===== config.mk =====
export PLATFORM = sky130hd
export DESIGN_NAME = shift_seq
export DESIGN_NICKNAME = d
export VERILOG_FILES = /design/src/rtl/shift_seq.sv
export SDC_FILE = /design/constraint.sdc
export NUM_CORES = 1
export LEC_CHECK = 0
export ABC_CLOCK_PERIOD_IN_PS = 2700
export CAP_MARGIN = 25
export CELL_PAD_IN_SITES_DETAIL_PLACEMENT = 0
export CELL_PAD_IN_SITES_GLOBAL_PLACEMENT = 2
export CORE_MARGIN = 4
export CORE_UTILIZATION = 28
export CTS_CLUSTER_DIAMETER = 100
export DETAILED_ROUTE_END_ITERATION = 12
export PLACE_DENSITY_LB_ADDON = 0.1
export SYNTH_ARGS = -nofsm -noshare
export SYNTH_HDL_FRONTEND = slang
export SYNTH_SLANG_ARGS = --single-unit

===== constraint.sdc =====
create_clock -name clk -period 2.7 [get_ports clk]
set_input_delay 0.675 -clock clk [delete_from_list [all_inputs] [get_ports clk]]
set_output_delay 0.675 -clock clk [all_outputs]
set_load 0.01 [all_outputs]

===== src/rtl/shift_seq.sv =====
`default_nettype none
// ============================================================================
//  Module      : shift_seq
//  Description : Multi-cycle sequential shift/rotate unit. Latches a 16-bit
//                operand, a 4-bit count and an operation on an accepted
//                start, moves the operand one bit position per clock, and
//                presents the registered result with a one-cycle done strobe.
//
//  Ports
//    clk    in   1   rising-edge clock
//    rst    in   1   synchronous, active-high reset
//    start  in   1   request, sampled only while ready=1
//    In     in  16   operand, captured on an accepted start
//    Cnt    in   4   shift/rotate amount 0..15, captured on an accepted start
//    Op     in   2   00 ROL, 01 SLL, 10 ROR, 11 SRA, captured on accept
//    Out    out 16   result register, held until the next accepted start
//    done   out  1   high for exactly one cycle when Out holds a result
//    ready  out  1   high when a start will be accepted (IDLE or DONE)
//
//  Revision    : 1.0  initial release
// ============================================================================
module shift_seq (
    input  logic        clk,
    input  logic        rst,
    input  logic        start,
    input  logic [15:0] In,
    input  logic [3:0]  Cnt,
    input  logic [1:0]  Op,
    output logic [15:0] Out,
    output logic        done,
    output logic        ready
);

    // ------------------------------------------------------------------------
    // Operation encodings
    // ------------------------------------------------------------------------
    localparam logic [1:0] C_OP_ROL = 2'b00;
    localparam logic [1:0] C_OP_SLL = 2'b01;
    localparam logic [1:0] C_OP_ROR = 2'b10;
    localparam logic [1:0] C_OP_SRA = 2'b11;

    typedef enum logic [1:0] {
        ST_IDLE  = 2'd0,
        ST_SHIFT = 2'd1,
        ST_DONE  = 2'd2
    } state_t;

    // ------------------------------------------------------------------------
    // State
    // ------------------------------------------------------------------------
    state_t      state_q, state_d;
    logic [15:0] acc_q,   acc_d;
    logic [3:0]  rem_q,   rem_d;
    logic [1:0]  op_q,    op_d;

    // One-position step of the accumulator for the captured operation.
    logic [15:0] step_w;
    // A start is only honoured when the unit is not mid-shift.
    logic        accept_w;

    // ------------------------------------------------------------------------
    // Single-position shifter
    // ------------------------------------------------------------------------
    always_comb begin
        step_w = acc_q;
        unique case (op_q)
            C_OP_ROL: step_w = {acc_q[14:0], acc_q[15]};
            C_OP_SLL: step_w = {acc_q[14:0], 1'b0};
            C_OP_ROR: step_w = {acc_q[0],    acc_q[15:1]};
            C_OP_SRA: step_w = {acc_q[15],   acc_q[15:1]};
            default:  step_w = acc_q;
        endcase
    end

    // ------------------------------------------------------------------------
    // Next-state logic
    // ------------------------------------------------------------------------
    always_comb begin
        state_d  = state_q;
        acc_d    = acc_q;
        rem_d    = rem_q;
        op_d     = op_q;
        accept_w = 1'b0;

        unique case (state_q)
            ST_IDLE, ST_DONE: begin
                accept_w = start;
                if (start) begin
                    acc_d   = In;
                    rem_d   = Cnt;
                    op_d    = Op;
                    // A zero count needs no shift edges: result is In itself.
                    state_d = (Cnt == 4'd0) ? ST_DONE : ST_SHIFT;
                end else begin
                    state_d = ST_IDLE;
                end
            end

            ST_SHIFT: begin
                // rem is at least 1 here, so the decrement never wraps.
                acc_d   = step_w;
                rem_d   = rem_q - 4'd1;
                state_d = (rem_q == 4'd1) ? ST_DONE : ST_SHIFT;
            end

            default: begin
                // Unused encoding: recover to a quiescent state.
                state_d = ST_IDLE;
            end
        endcase
    end

    // ------------------------------------------------------------------------
    // Registers
    // ------------------------------------------------------------------------
    always_ff @(posedge clk) begin
        if (rst) begin
            state_q <= ST_IDLE;
            acc_q   <= 16'h0000;
            rem_q   <= 4'd0;
            op_q    <= 2'b00;
        end else begin
            state_q <= state_d;
            acc_q   <= acc_d;
            rem_q   <= rem_d;
            op_q    <= op_d;
        end
    end

    // ------------------------------------------------------------------------
    // Outputs: pure decodes of registered state, no input-to-output path.
    // ------------------------------------------------------------------------
    assign Out   = acc_q;
    assign done  = (state_q == ST_DONE);
    assign ready = (state_q == ST_IDLE) || (state_q == ST_DONE);

    // accept_w is kept for readability of the next-state block only.
    logic unused_w;
    assign unused_w = accept_w;

endmodule
`default_nettype wire


==> impl_metrics.json <==
{
  "die_h_um": 77.1,
  "drt_iter0_markers": 82,
  "wire_per_inst_um": 15.4,
  "routed_wl_um": 3840,
  "gp_congestion": 0.711,
  "yosysTopAreaCellShare_pct": 35.9,
  "crit_required_ns": 2.03,
  "final_cells": 250,
  "finalMaxSlewViolations": 0,
  "antenna_found_initial": 0,
  "vias_per_cell": 5.23,
  "die_x_um": 77.1,
  "p_sw_mw": 0.300,
  "hold_viol_final": 0,
  "grt_pass1_vias": 1301,
  "cts_resized": 0,
  "yosysWarningCount": 0,
  "status": "finished clean",
  "ir_worst_vdd_uv": 195,
  "grt-ovfl-total": 0,
  "cts_tree": "yes",
  "preCtsSetupSlack_ns": 0.589,
  "clock.fmax_ghz": 0.470,
  "setup-violations-final": 0,
  "synthArstFlopShare_pct": 0,
  "clk_path_buf_depth": 2,
  "track_usage_pct": 13.1,
  "p_seq_share_pct": 41.6,
  "slowest_delay_ns": 0.49,
  "grt_max_degree": 38,
  "clk_pin_slew_ns": 0.09,
  "syn-cell-area_um2": 1340,
  "rows": 24,
  "finish.utilization_pct": 41.1,
  "drc": 0,
  "rsz0062_at_grt": "no",
  "placedCellCount": 246,
  "post_cts_buffers": 0,
  "ys_ff_latch": 24,
  "min_path_type": "register to register",
  "synth.avg_cell_area_um2": 8.26,
  "p_sw_share_pct": 28.7,
  "synthTopCellsByArea": "dfxtp_1 (36%), nand2_1 (11%), a311oi_1 (9.8%), a211oi_1 (7.9%), nor2b_1 (6.5%)",
  "synth_top_area_cell": "dfxtp_1",
  "grt_first_pass_wirelength_um": 6380,
  "crit_type": "register to output pin",
  "p_clk_share_pct": 31.0,
  "p_per_area_nw_per_um2": 569,
  "synthTopCellsByCount": "nand2_1 (38), dfxtp_1 (24), a311oi_1 (15)",
  "synth_cells": 162,
  "cp.arrival_ns": 1.45,
  "pwr-share-comb_pct": 27.4,
  "synth_cell_types": 32,
  "cts_htree_levels": 1,
  "syn_to_final_growth_pct": 37.3,
  "start_kind": "register",
  "synth_edf_count": 0,
  "cts.sinks": 24,
  "cp_slowest_cell": "dfxtp_1",
  "core_um2": 4470,
  "synth-main-ff-cell": "dfxtp_1",
  "vias": 1308,
  "drt-pass1-iter-count": 4,
  "final_min_period_over_clock_period_pct": 78.9,
  "synth.yosys.seq_area_share_pct": 35.9,
  "portBuffers": 42,
  "cp_max_fo": 7,
  "fin_worst_skew_ns": 0.00578,
  "antenna_left": 0,
  "fin_setup_tns_ns": 0,
  "hold_ws_ns": 0.499,
  "min_period_ns": 2.13,
  "clock_latency_ns": 0.27,
  "drive_gt1_share_pct": 7.58,
  "ctsHoldBuffers": 0,
  "diodes": 0,
  "place_hpwl_um": 2630,
  "syn-num-nets": 189,
  "leakagePower_nw": 0.659,
  "max_slew_margin_pct": 52.2,
  "worstPathCellList": "and2b_1 -> clkdlybuf4s50_1",
  "nets": 226,
  "power.internal_mw": 0.745,
  "tightestPinTransition_ns": 0.717,
  "ios": 43,
  "maxCapViolCount": 0,
  "synth.most_common_cell": "nand2_1",
  "initial_utilization_pct": 29.9,
  "fin_ws_ns": 0.571,
  "cts-buffers-inserted": 3,
  "dieArea_um2": 5950,
  "clockRootBuffer": "clkbuf_8",
  "cp-end-kind": "output pin"
}
==> worst max-delay path, delay by kind of cell (launching register included) <==
family                 cells  cell delay (ns)
flip-flops                 1             0.49
buffers and inverters      1             0.47
AND/OR/NAND/NOR            1             0.22
==> metrics by stage <==
| stage | area [µm²] | total power, mW |
|---|---|---|
| 5_1_grt | 1840 | 1.10 |
| 4_1_cts | 1840 | 1.06 |
| 2_1_floorplan | 1340 | 0.604 |
| 3_3_place_gp | 1770 | 0.726 |
| 6_report | 1840 | 1.04 |
| 3_5_place_dp | 1770 | 0.730 |
==> final timing paths <==
check	start	end	slack (ns)	cells after the start
max	state_q[0]	done	0.57	2
min	rem_q[1]	rem_q[1]	0.50	2
max reg2reg	state_q[0]	rem_q[2]	1.04	3
min reg2reg	rem_q[1]	rem_q[1]	0.50	2
==> cells by family after synthesis <==
| group | Yosys count | share of synthesized area, % |
|---|---|---|
| adders and majority gates | 2 | 1.87 |
| and+or+nand+nor | 69 | 25.8 |
| AOI/OAI and AO/OA | 46 | 27.6 |
| buffers and inverters | 21 | 8.79 |
| DFF | 24 | 35.9 |
==> placed cells by master, fill, tap and decap left out, types with 3 or more instances in the layout <==
cell type,instances
a21oi_1,5
nor2b_1,14
buf_4,5
inv_1,6
nand2_1,38
a211oi_1,14
nand3_1,3
a31oi_1,3
clkdlybuf4s50_1,42
or3_1,3
a311oi_1,15
nor2_1,3
clkbuf_8,3
dfxtp_1,24
==> flip-flops by register name, indices dropped and copies added (netlist names) <==
signal,count
Out,16
state_q,2
rem_q,4
op_q,2
==> cell type report <==
class	instances	area, µm²
clock buffer	3	41.3
clock inverter	1	30.0
fill	443	2640
inverter	6	22.5
multi-input combinational	117	739
sequential	24	480
tap	52	65.1
timing repair buffer	47	458
==> per-layer routing <==
layer,wire length [µm],up-vias,GRT usage [%]
met1,1860,615,17.3
met3,172,4,3.04
li1,-,658,-
met5,0,-,0
met2,1780,31,21.0
met4,29,0,4.09
==> power groups by stage <==
stage                     Combinational, mW  Clock, mW  Sequential, mW
after global routing                  0.318      0.345           0.440
after detailed placement              0.288          0           0.442
after CTS                             0.290      0.333           0.434
after global placement                0.285          0           0.441
final                                 0.287      0.324           0.434
after floorplan                       0.159          0           0.445
Power figures use the tool's default switching activity.
